==> src/rtl/uart_rx.sv <==
// uart_rx: 8N1 UART receiver.
//
// Synchronises the serial line, validates the start bit at mid-bit, then
// samples eight data bits (LSB first) and the stop bit at the middle of each
// bit period. A good frame updates o_rx_byte with a one-cycle o_rx_done
// pulse. A low stop bit gives a one-cycle o_rx_frame_err pulse and leaves
// o_rx_byte unchanged.
//
// Optional build macro: UART_RX_MAJORITY_VOTE_EN
//   When defined, each sample point takes the majority of the last three
//   synchronised line values, so single-cycle glitches are rejected.
//
// Parameters:
//   CLOCK_FREQUENCY  i_clk frequency in Hz
//   BAUD_RATE        line rate in bit/s (CLOCK_FREQUENCY/BAUD_RATE must be >= 8)
//
// Ports:
//   i_clk           system clock, rising edge
//   i_rst           synchronous active-high reset
//   i_rx_serial     asynchronous serial input, idle high
//   o_rx_byte       last correctly received byte
//   o_rx_done       one-cycle pulse when o_rx_byte is updated
//   o_rx_frame_err  one-cycle pulse when the stop bit samples low
//   o_rx_busy       high while a frame is being received
//
// state     | meaning
// WAIT_IDLE | waiting for one full bit time of continuous high line
// IDLE      | line idle, waiting for a falling edge
// START     | timing to the middle of the start bit to validate it
// DATA      | sampling the eight data bits at mid-bit
// STOP      | sampling the stop bit at mid-bit

module uart_rx #(
    parameter int CLOCK_FREQUENCY = 50_000_000,
    parameter int BAUD_RATE       = 115200
) (
    input  logic       i_clk,
    input  logic       i_rst,
    input  logic       i_rx_serial,
    output logic [7:0] o_rx_byte,
    output logic       o_rx_done,
    output logic       o_rx_frame_err,
    output logic       o_rx_busy
);

    localparam int CLKS_PER_BIT = CLOCK_FREQUENCY / BAUD_RATE;
    localparam int HALF_BIT     = CLKS_PER_BIT / 2;
    localparam int CNT_W        = $clog2(CLKS_PER_BIT);

    localparam logic [CNT_W-1:0] CNT_FULL = CNT_W'(CLKS_PER_BIT - 1);
    localparam logic [CNT_W-1:0] CNT_HALF = CNT_W'(HALF_BIT - 1);

    typedef enum logic [2:0] {
        WAIT_IDLE,
        IDLE,
        START,
        DATA,
        STOP
    } state_t;

    state_t           state, state_nx;
    logic [CNT_W-1:0] cnt, cnt_nx;
    logic [2:0]       idx, idx_nx;
    logic [7:0]       shift, shift_nx;
    logic [7:0]       rx_byte_nx;
    logic             done_nx, err_nx;
    logic             rx_meta, rx_s;
    logic             sample;

`ifdef UART_RX_MAJORITY_VOTE_EN
    // Two older copies of rx_s; together with rx_s they form the vote window.
    logic [1:0] hist;

    always_ff @(posedge i_clk) begin
        if (i_rst) begin
            hist <= 2'b11;
        end else begin
            hist <= {hist[0], rx_s};
        end
    end

    assign sample = (rx_s & hist[0]) | (rx_s & hist[1]) | (hist[0] & hist[1]);
`else
    assign sample = rx_s;
`endif

    always_ff @(posedge i_clk) begin
        if (i_rst) begin
            rx_meta        <= 1'b1;
            rx_s           <= 1'b1;
            state          <= WAIT_IDLE;
            cnt            <= '0;
            idx            <= '0;
            shift          <= '0;
            o_rx_byte      <= '0;
            o_rx_done      <= 1'b0;
            o_rx_frame_err <= 1'b0;
        end else begin
            rx_meta        <= i_rx_serial;
            rx_s           <= rx_meta;
            state          <= state_nx;
            cnt            <= cnt_nx;
            idx            <= idx_nx;
            shift          <= shift_nx;
            o_rx_byte      <= rx_byte_nx;
            o_rx_done      <= done_nx;
            o_rx_frame_err <= err_nx;
        end
    end

    always_comb begin
        state_nx   = state;
        cnt_nx     = cnt;
        idx_nx     = idx;
        shift_nx   = shift;
        rx_byte_nx = o_rx_byte;
        done_nx    = 1'b0;
        err_nx     = 1'b0;

        case (state)
            WAIT_IDLE: begin
                // Only a full bit time of unbroken high line re-arms the
                // receiver, so it never locks onto the middle of a frame.
                if (!rx_s) begin
                    cnt_nx = '0;
                end else if (cnt == CNT_FULL) begin
                    cnt_nx   = '0;
                    state_nx = IDLE;
                end else begin
                    cnt_nx = cnt + CNT_W'(1);
                end
            end
            IDLE: begin
                cnt_nx = '0;
                if (!rx_s) begin
                    state_nx = START;
                end
            end
            START: begin
                if (cnt == CNT_HALF) begin
                    cnt_nx   = '0;
                    idx_nx   = '0;
                    state_nx = sample ? IDLE : DATA;
                end else begin
                    cnt_nx = cnt + CNT_W'(1);
                end
            end
            DATA: begin
                if (cnt == CNT_FULL) begin
                    cnt_nx        = '0;
                    shift_nx[idx] = sample;
                    if (idx == 3'd7) begin
                        state_nx = STOP;
                    end else begin
                        idx_nx = idx + 3'd1;
                    end
                end else begin
                    cnt_nx = cnt + CNT_W'(1);
                end
            end
            STOP: begin
                // Leaving mid-stop-bit gives half a bit of slack to catch a
                // start bit that follows immediately.
                if (cnt == CNT_FULL) begin
                    cnt_nx = '0;
                    if (sample) begin
                        rx_byte_nx = shift;
                        done_nx    = 1'b1;
                        state_nx   = IDLE;
                    end else begin
                        err_nx   = 1'b1;
                        state_nx = WAIT_IDLE;
                    end
                end else begin
                    cnt_nx = cnt + CNT_W'(1);
                end
            end
            default: begin
                state_nx = WAIT_IDLE;
                cnt_nx   = '0;
            end
        endcase
    end

    assign o_rx_busy = (state == START) || (state == DATA) || (state == STOP);

endmodule

==> config.mk <==
export PLATFORM = sky130hd
export DESIGN_NAME = uart_rx
export DESIGN_NICKNAME = d
export VERILOG_FILES = /design/src/rtl/uart_rx.sv
export SDC_FILE = /design/constraint.sdc
export NUM_CORES = 1
export LEC_CHECK = 0
export CAP_MARGIN = 15
export CELL_PAD_IN_SITES_DETAIL_PLACEMENT = 1
export CELL_PAD_IN_SITES_GLOBAL_PLACEMENT = 1
export CORE_MARGIN = 2
export CORE_UTILIZATION = 30
export DETAILED_ROUTE_END_ITERATION = 8
export GPL_ROUTABILITY_DRIVEN = 0
export PLACE_DENSITY = 0.57
export SETUP_SLACK_MARGIN = 0.05
export SYNTH_ARGS = -nofsm -noshare
export SYNTH_HDL_FRONTEND = slang
export SYNTH_SLANG_ARGS = --single-unit
==> constraint.sdc <==
create_clock -name i_clk -period 5.6 [get_ports i_clk]
set_input_delay 1.68 -clock i_clk [delete_from_list [all_inputs] [get_ports i_clk]]
set_output_delay 1.68 -clock i_clk [all_outputs]
set_load 0.01 [all_outputs]
==> impl_metrics.py, run 1 <==
metrics = {
    "cells_and_area": {
        "final_nets": 195,
        "num_antenna_cells": 0,
        "drive_above_1_share_pct": 8.511,
        "layout_commonest_cell": "dfxtp_1",
        "syn2layout_area_growth_pct": 18.55,
        "final_cell_mix": "35 x dfxtp_1, 34 x nor2_1, 15 x mux2i_1",
    },
    "die": {
        "io_pins": 14,
        "row_count": 26,
        "dieArea_sq_um": 5833,
        "fp.coreArea_sq_um": 5075,
        "initial_utilization_pct": 30.97,
        "die_width_microns": 76.38,
        "die_h_microns": 76.38,
    },
    "routing": {
        "drc": 0,
        "antenna_left": 0,
        "viasPerCell": 4.826,
        "wl_per_cell_microns": 13.32,
        "routed_wl_mm": 3.436,
        "vias": 1245,
        "drtIter0Drc": 46,
        "first_pass_iters": 4,
    },
    "timing": {
        "clock.fmax_mhz": 269.1,
        "timing.slew.headroom_pct": 34.48,
        "min_period_over_period_pct": 66.37,
        "fin_hold_ws_ns": 0.4185,
        "finClkSkew_ns": 0.003681,
        "worstMarginPinSlew_ns": 0.9798,
        "finalCriticalPeriod_ns": 3.716,
        "setup_ws_ns": 1.884,
        "rsz0062_at_grt": "false",
        "slew_violations": 0,
        "hold_viol_final": 0,
        "finalSetupViolations": 0,
        "setup_tns_ns": 0,
    },
    "worst_setup_path": {
        "critical_path_class": "flip-flop to primary output",
        "critPathRequiredTime_ns": 3.92,
        "cp_top_family": "flip-flops",
        "critPathSlowestCell": "dfxtp_1",
        "endpoint_kind": "primary output",
        "slowest_delay_ns": 0.60,
        "crit_chain": "nor2_1 > a21boi_0 > o21ai_0 > clkdlybuf4s50_1",
        "path_max_fanout": 14,
        "ff2ff_setup_slack_ns": 3.39,
        "critPathLaunchType": "flip-flop",
        "cp.arrival_ns": 2.04,
        "critPathBufInv": 1,
    },
    "clock_tree": {
        "cts_resized": 0,
        "clock_latency_ns": 0.28,
        "path_clk_slew_ns": 0.07,
        "cts_num_sinks": 35,
        "cts_buffers": 5,
        "cts-root-buf": "clkbuf_8",
        "cts.htree.levels": 2,
        "cts_tree": "done",
        "clockBufferDepth": 2,
        "hold_buffers": 0,
        "cts_setup_buffers": 0,
    },
    "synthesis": {
        "syn_inst": 175,
        "syn_nets": 183,
        "ys_ff_latch": 35,
        "yosysWarnings": 0,
        "ys_seq_area_share_pct": 44.59,
        "synth_cell_types": 35,
        "avgSynthCellArea_sq_um": 8.980,
        "yosys-top-cells-area": "dfxtp_1 45%, mux2i_1 9.6%, nor2_1 8.1%",
        "synth_top_area_share_pct": 44.59,
        "syn_area_sq_um": 1572,
        "yosys.area.top_type": "dfxtp_1",
    },
    "grt": {
        "grt_pass1_wl_mm": 6.120,
        "grt_pass1_vias": 1296,
        "grt_max_degree": 28,
        "track_usage_pct": 13.10,
        "grt_overflow": 0,
        "antenna_found_initial": 0,
    },
    "power": {
        "power_frac_seq_pct": 53.3,
        "power.density_nw_per_um2": 258.7,
        "irDropWorstVdd_mv": 0.1035,
        "p_comb_share_pct": 4.6,
        "swShare_pct": 22.53,
        "internal_power_mw": 0.3734,
        "p_switching_mw": 0.1086,
        "p_clk_share_pct": 42.1,
        "p_leak_nw": 0.7379,
    },
    "placed_design": {
        "hpwl_mm": 2.461,
        "port_buffers": 13,
        "place_ws_ns": 2.020,
    },
    "job": {
        "maxCapViolations": 0,
    },
    "run_status": {
        "status": "finished clean",
    },
    "worst_hold_path": {
        "min-delay-path-class": "flip-flop to flip-flop",
    },
}
## layout make-up
| type | instances | area, sq um |
|---|---|---|
| Sequential cell | 35 | 700.7 |
| Multi-Input combinational cell | 126 | 818.3 |
| Timing Repair Buffer | 13 | 130.1 |
| Fill cell | 624 | 3212 |
| Clock buffer | 7 | 96.34 |
| Inverter | 6 | 22.52 |
| Clock inverter | 1 | 7.507 |
| Tap cell | 70 | 87.58 |
## metal layers
metal | wire (microns) | up-vias | GRT usage, % | share of wire, %
met4 | 91 | 0 | 6.364 | 2.6
met5 | 0 | - | 0 | 0
met1 | 1619 | 598 | 16.14 | 47
met3 | 77 | 7 | 2.962 | 2.2
li1 | - | 626 | - | -
met2 | 1647 | 14 | 21.59 | 48
## cells by family (layout without fill, tap and decap cells)
kind of cell | after synthesis | after routing | share of synthesized area, %
and+or+nand+nor | 80 | 80 | 26.75
buffers and inverters | 14 | 27 | 3.344
DFF | 35 | 35 | 44.59
AOI/OAI and AO/OA | 19 | 19 | 7.883
muxes | 15 | 15 | 9.554
xor gates and xnor gates | 7 | 7 | 3.901
adders and majority gates | 5 | 5 | 3.981
## per-stage QoR
stage	cell area (sq um)	std cells	utilization, %	power, mW
after floorplan	1572	175	-	0.2776
after global placement	1759	250	34.66	0.2830
after detailed placement	1759	250	34.66	0.2855
after CTS	1863	258	36.71	0.4913
after global routing	1863	258	36.71	0.5059
final	1863	258	36.71	0.4819
## Yosys cell counts (all sizes together)
cell and count:
o32ai 1, or3 1, mux2i 15, and3 3
and2 1, xnor2 4, nand3 5, a21boi 1
nor2 34, or4b 1, or2 2, nand4b 1
nor3 3, inv 6, ha 5, nand2 8
nor3b 2, a31o 3, a31oi 1, nand2b 1
xor2 3, nand4bb 1, or4 3, o21bai 1
a21oi 5, nor2b 4, nand4 2, o21ai 7
nor4b 2, clkbuf 8, nand3b 3, dfxtp 35
nor4 3
## sequential cells by signal, indices dropped and copies added (netlist names)
| register | cells |
|---|---|
| rx_s | 1 |
| state | 3 |
| o_rx_frame_err | 1 |
| o_rx_done | 1 |
| shift | 8 |
| o_rx_byte | 8 |
| rx_meta | 1 |
| idx | 3 |
| cnt | 9 |
## worst paths after layout
kind | start | to | cells past startpoint
hold / removal | rx_meta | rx_s | 1
setup reg to reg | cnt[0] | o_rx_byte[6] | 6
setup / recovery | state[0] | o_rx_busy | 4
hold reg to reg | rx_meta | rx_s | 1
## power groups by stage
stage / Sequential, mW / Combinational, mW / Clock (mW)
floorplan: 0.260 / 0.0171 / 0
global placement: 0.262 / 0.0205 / 0
detailed placement: 0.263 / 0.0227 / 0
CTS: 0.257 / 0.0228 / 0.212
global route: 0.258 / 0.0259 / 0.222
finish: 0.257 / 0.0221 / 0.203
(Power assumes the default switching activity.)
==> inputs of run 2 (changes only) <==
==> constraint.sdc (replaced) <==
create_clock -name i_clk -period 3.9 [get_ports i_clk]
set_input_delay 1.17 -clock i_clk [delete_from_list [all_inputs] [get_ports i_clk]]
set_output_delay 1.17 -clock i_clk [all_outputs]
set_load 0.01 [all_outputs]
==> run 2 against run 1 <==
  * Cell count did not move
  * Total power increased by 47%
  * Design area is 0.34% higher
  * Routed wire length up 4.0%
  * Core utilization rose by 0.12 points
  * Sequential cell count unchanged
  * Register-to-register slack got worse by 1.7 ns
==> impl_metrics.py, run 2 (synthesis results as in run 1) <==
metrics = {
    "timing": {
        "hold_viol_final": 0,
        "setup_tns_ns": 0,
        "rsz0062_at_grt": "false",
        "slew_violations": 0,
        "setup_ws_ns": 0.6775,
        "finalCriticalPeriod_ns": 3.223,
        "finClkSkew_ns": 0.005405,
        "timing.slew.headroom_pct": 41.24,
        "fin_hold_ws_ns": 0.4124,
        "clock.fmax_mhz": 310.3,
        "worstMarginPinSlew_ns": 0.8733,
        "finalSetupViolations": 0,
        "min_period_over_period_pct": 82.63,
    },
    "placed_design": {
        "place_ws_ns": 1.014,
        "port_buffers": 13,
        "place_area_sq_um": 1767,
        "placedCellCount": 251,
        "hpwl_mm": 2.516,
    },
    "die": {
        "row_count": 26,
        "die_h_microns": 76.38,
        "die_width_microns": 76.38,
        "dieArea_sq_um": 5833,
        "initial_utilization_pct": 30.97,
        "io_pins": 14,
        "fp.coreArea_sq_um": 5075,
    },
    "power": {
        "p_leak_nw": 0.7435,
        "irDropWorstVdd_mv": 0.1710,
        "power.density_nw_per_um2": 378.4,
        "finalPower_mw": 0.7073,
    },
    "worst_setup_path": {
        "cp.arrival_ns": 2.05,
        "path_max_fanout": 14,
        "critPathRequiredTime_ns": 2.73,
        "endpoint_kind": "primary output",
        "critPathLaunchType": "flip-flop",
        "critical_path_class": "flip-flop to primary output",
    },
    "job": {
        "maxCapViolations": 0,
    },
    "cells_and_area": {
        "stdcell_count": 258,
        "fin_util_pct": 36.83,
        "nFillCells": 614,
        "final_nets": 196,
        "fin_area_sq_um": 1869,
        "largest_reg_flops": 9,
        "regMostFlops": "cnt",
        "drive_above_1_share_pct": 7.979,
        "layout_commonest_cell": "dfxtp_1",
        "final_cell_mix": "35 x dfxtp_1, 34 x nor2_1, 15 x mux2i_1",
        "multiInputGateArea_sq_um": 818.3,
        "num_antenna_cells": 0,
        "ff_latch_area_sq_um": 700.7,
        "top_regs": "cnt x9, o_rx_byte x8, shift x8",
        "syn2layout_area_growth_pct": 18.95,
    },
    "routing": {
        "wl_per_cell_microns": 13.85,
        "viasPerCell": 4.767,
        "drtIter0Drc": 39,
        "antenna_left": 0,
        "first_pass_iters": 4,
        "drc": 0,
        "vias": 1230,
        "routed_wl_mm": 3.574,
    },
    "run_status": {
        "status": "finished clean",
    },
    "clock_tree": {
        "cts_num_sinks": 35,
        "hold_buffers": 0,
        "cts_buffers": 5,
        "clock_latency_ns": 0.28,
        "path_clk_slew_ns": 0.07,
        "cts.htree.levels": 2,
        "cts_setup_buffers": 0,
        "cts_resized": 0,
        "cts-root-buf": "clkbuf_8",
        "clockBufferDepth": 2,
        "cts_tree": "done",
    },
    "worst_hold_path": {
        "min-delay-path-class": "flip-flop to flip-flop",
    },
    "grt": {
        "grt_max_degree": 17,
        "grt_overflow": 0,
        "grt_pass1_wl_mm": 6.244,
        "track_usage_pct": 13.49,
        "grt_pass1_vias": 1316,
        "antenna_found_initial": 0,
    },
}
==> run 2: changes by cell type in the layout (fill, tap and decap cells not counted), sizes merged <==
cell      delta
buf          +1
clkinvlp     -1
bufinv       +1
clkbuf       -1
==> run 2: final cells by class <==
type | count | share of cell area, %
Inverter | 6 | 1.205
Tap cell | 70 | 4.685
Sequential cell | 35 | 37.48
Timing Repair Buffer | 14 | 7.363
Clock buffer | 6 | 3.882
Multi-Input combinational cell | 126 | 43.78
Clock inverter | 1 | 1.606
==> run 2: routing by layer <==
| metal | wire length [microns] | track usage (%) | up-vias |
|---|---|---|---|
| met5 | 0 | 0 | - |
| met4 | 85 | 5.636 | 0 |
| met3 | 97 | 4.502 | 8 |
| met2 | 1794 | 23.10 | 20 |
| met1 | 1596 | 15.35 | 579 |
| li1 | - | - | 623 |
==> run 2: power breakdown <==
group          total (mW)  leakage (nW)  internal [mW]  switching, mW
Sequential          0.369         0.283          0.362        0.00655
Clock               0.307        0.0513          0.187          0.120
Combinational      0.0310         0.409         0.0135         0.0175
==> run 2: final timing paths <==
check	from	end	slack (ns)	cells after the start
min	rx_meta	rx_s	0.41	1
min reg2reg	rx_meta	rx_s	0.41	1
max	state[0]	o_rx_busy	0.68	4
max reg2reg	cnt[0]	cnt[2]	1.66	7
==> run 2: worst max-delay path, stage by stage (launching register included) <==
cell             delay [ns]
dfxtp_1                0.57
nor2_1                 0.20
a21boi_0               0.35
o21ai_0                0.15
clkdlybuf4s50_1        0.50
==> inputs of run 3 (changes only) <==
--- a/config.mk
+++ b/config.mk
@@ -12,7 +12,7 @@
 export CORE_UTILIZATION = 30
 export DETAILED_ROUTE_END_ITERATION = 8
 export GPL_ROUTABILITY_DRIVEN = 0
-export PLACE_DENSITY = 0.57
+export PLACE_DENSITY = 0.59
 export SETUP_SLACK_MARGIN = 0.05
 export SYNTH_ARGS = -nofsm -noshare
 export SYNTH_HDL_FRONTEND = slang
==> constraint.sdc (replaced) <==
create_clock -name i_clk -period 2.8 [get_ports i_clk]
set_input_delay 0.84 -clock i_clk [delete_from_list [all_inputs] [get_ports i_clk]]
set_output_delay 0.84 -clock i_clk [all_outputs]
set_load 0.01 [all_outputs]
==> run 3 against run 2 <==
  * Register-to-register slack worse by 1.0 ns
  * Sequential power is 39% higher
  * Sequential cell count stayed put
  * Clock power is 16% higher
  * Routed wire length is 4.0% lower
  * Hold slack better by 0.0023 ns
  * Total power is 29% higher
  * Clock-buffer cell count stayed put
  * Critical path type unchanged
==> impl_metrics.py, run 3 (synthesis results as in run 1) <==
metrics = {
    "run_status": {
        "status": "finished clean",
    },
    "worst_setup_path": {
        "worstSetupStartpoint": "state[1]",
        "endpoint_kind": "primary output",
        "reg2reg_to": "state[0]",
        "ff2ff_setup_slack_ns": 0.61,
        "critPathSlowestCell": "clkdlybuf4s50_1",
        "endpoint": "o_rx_busy",
        "critPathBufInv": 1,
        "cp.depth": 4,
        "reg2regPathDepth": 7,
        "critical_path_class": "flip-flop to primary output",
        "path_max_fanout": 8,
        "crit_chain": "nor2_1 > a21boi_1 > o21ai_0 > clkdlybuf4s50_1",
        "timing.rr.start": "cnt[0]",
        "cp_top_family": "buffers and inverters",
        "critPathLaunchType": "flip-flop",
        "cp.arrival_ns": 1.76,
        "critPathRequiredTime_ns": 1.96,
        "slowest_delay_ns": 0.56,
    },
    "routing": {
        "drc": 0,
        "drtIter0Drc": 31,
        "vias": 1254,
        "routed_wl_mm": 3.432,
        "first_pass_iters": 4,
        "viasPerCell": 4.750,
        "antenna_left": 0,
        "wl_per_cell_microns": 13.00,
    },
    "worst_hold_path": {
        "hold_depth": 1,
        "min-delay-path-class": "flip-flop to flip-flop",
    },
    "cells_and_area": {
        "regMostFlops": "cnt",
        "multiInputGateArea_sq_um": 818.3,
        "ff_latch_area_sq_um": 703.2,
        "drive_above_1_share_pct": 11.86,
        "num_antenna_cells": 0,
        "final_cell_mix": "34 x nor2_1, 33 x dfxtp_1, 15 x mux2i_1",
        "syn2layout_area_growth_pct": 20.38,
        "layout_commonest_cell": "nor2_1",
        "top_regs": "cnt x9, o_rx_byte x8, shift x8",
        "stdcell_count": 264,
        "nFillCells": 617,
        "largest_reg_flops": 9,
        "final_nets": 201,
    },
    "die": {
        "io_pins": 14,
        "initial_utilization_pct": 30.97,
        "die_width_microns": 76.38,
        "dieArea_sq_um": 5833,
        "fp.coreArea_sq_um": 5075,
        "die_h_microns": 76.38,
        "row_count": 26,
    },
    "grt": {
        "grt_pass1_vias": 1259,
        "grt_overflow": 0,
        "grt_pass1_wl_mm": 5.954,
        "grt_max_degree": 13,
        "track_usage_pct": 12.73,
        "antenna_found_initial": 0,
    },
    "clock_tree": {
        "path_clk_slew_ns": 0.07,
        "cts_num_sinks": 35,
        "cts_tree": "done",
        "cts.htree.levels": 2,
        "clock_latency_ns": 0.29,
        "cts_buffers": 5,
        "clockBufferDepth": 2,
        "hold_buffers": 0,
        "cts-root-buf": "clkbuf_8",
    },
    "power": {
        "power.density_nw_per_um2": 484.0,
        "irDropWorstVdd_mv": 0.2590,
        "p_leak_nw": 0.7588,
        "swShare_pct": 23.55,
        "p_comb_share_pct": 5.2,
        "p_clk_share_pct": 38.8,
        "p_switching_mw": 0.2156,
        "power_frac_seq_pct": 56.0,
        "internal_power_mw": 0.7000,
        "finalPower_mw": 0.9156,
    },
    "placed_design": {
        "hpwl_mm": 2.579,
        "port_buffers": 13,
        "placedCellCount": 256,
    },
    "job": {
        "maxCapViolations": 0,
    },
    "timing": {
        "finalCriticalPeriod_ns": 2.598,
        "min_period_over_period_pct": 92.78,
        "setup_tns_ns": 0,
        "rsz0062_at_grt": "false",
        "hold_viol_final": 0,
        "worstMarginPinSlew_ns": 0.4599,
        "finalSetupViolations": 0,
        "fin_hold_ws_ns": 0.4147,
        "finClkSkew_ns": 0.006889,
        "clock.fmax_mhz": 385.0,
        "timing.slew.headroom_pct": 69.34,
        "slew_violations": 0,
    },
}
[run 3: worst min path at each step]
| stage | start | to | slack [ns] |
|---|---|---|---|
| after floorplan | rx_meta | rx_s | 0.39 |
| after global placement | rx_meta | rx_s | 0.40 |
| after detailed placement | rx_meta | rx_s | 0.40 |
| after CTS | rx_meta | rx_s | 0.42 |
| after global routing | rx_meta | rx_s | 0.44 |
| final | rx_meta | rx_s | 0.41 |
[run 3: final cells by class]
type                       count  area share [%]
tap                           70           4.630
clock buffer                   6           3.836
multi-input combinational    126           43.25
sequential                    35           37.17
clock inverter                 2          0.6614
inverter                       6           1.190
timing repair buffer          19           9.259
[run 3: metal layers]
layer	wire, microns	vias to the layer above	global-route usage [%]
li1	-	640	-
met1	1542	596	14.52
met2	1723	13	22.65
met3	122	5	3.910
met4	42	0	4.000
met5	0	-	0
[run 3: timing repair]
| item | in CTS | in global routing |
|---|---|---|
| resized for setup | 1 | 2 |
| setup buffers | 0 | 0 |
| setup endpoints to repair | 1 | 1 |
[run 3: metrics by stage]
stage	area [sq um]	setup WS (ns)	utilization, %
after floorplan	1572	0.8295	-
final	1892	0.2023	37.28
after global routing	1892	0.08267	37.28
after detailed placement	1804	0.3375	35.55
after CTS	1889	0.1093	37.23
after global placement	1804	0.3856	35.55
[run 3: power groups by stage]
| stage | Sequential, mW | Clock, mW | Combinational [mW] |
|---|---|---|---|
| floorplan | 0.521 | 0 | 0.0342 |
| global placement | 0.524 | 0 | 0.0475 |
| detailed placement | 0.525 | 0 | 0.0484 |
| CTS | 0.513 | 0.369 | 0.0486 |
| global route | 0.515 | 0.400 | 0.0550 |
| finish | 0.513 | 0.355 | 0.0473 |
[run 3: worst reg2reg max path, cell delays in order, from the launching register on]
cell,delay (ns)
dfxtp_1,0.35
inv_1,0.08
ha_1,0.15
or4b_4,0.47
nor3_2,0.19
o32ai_2,0.15
or4_1,0.53
a21oi_1,0.18
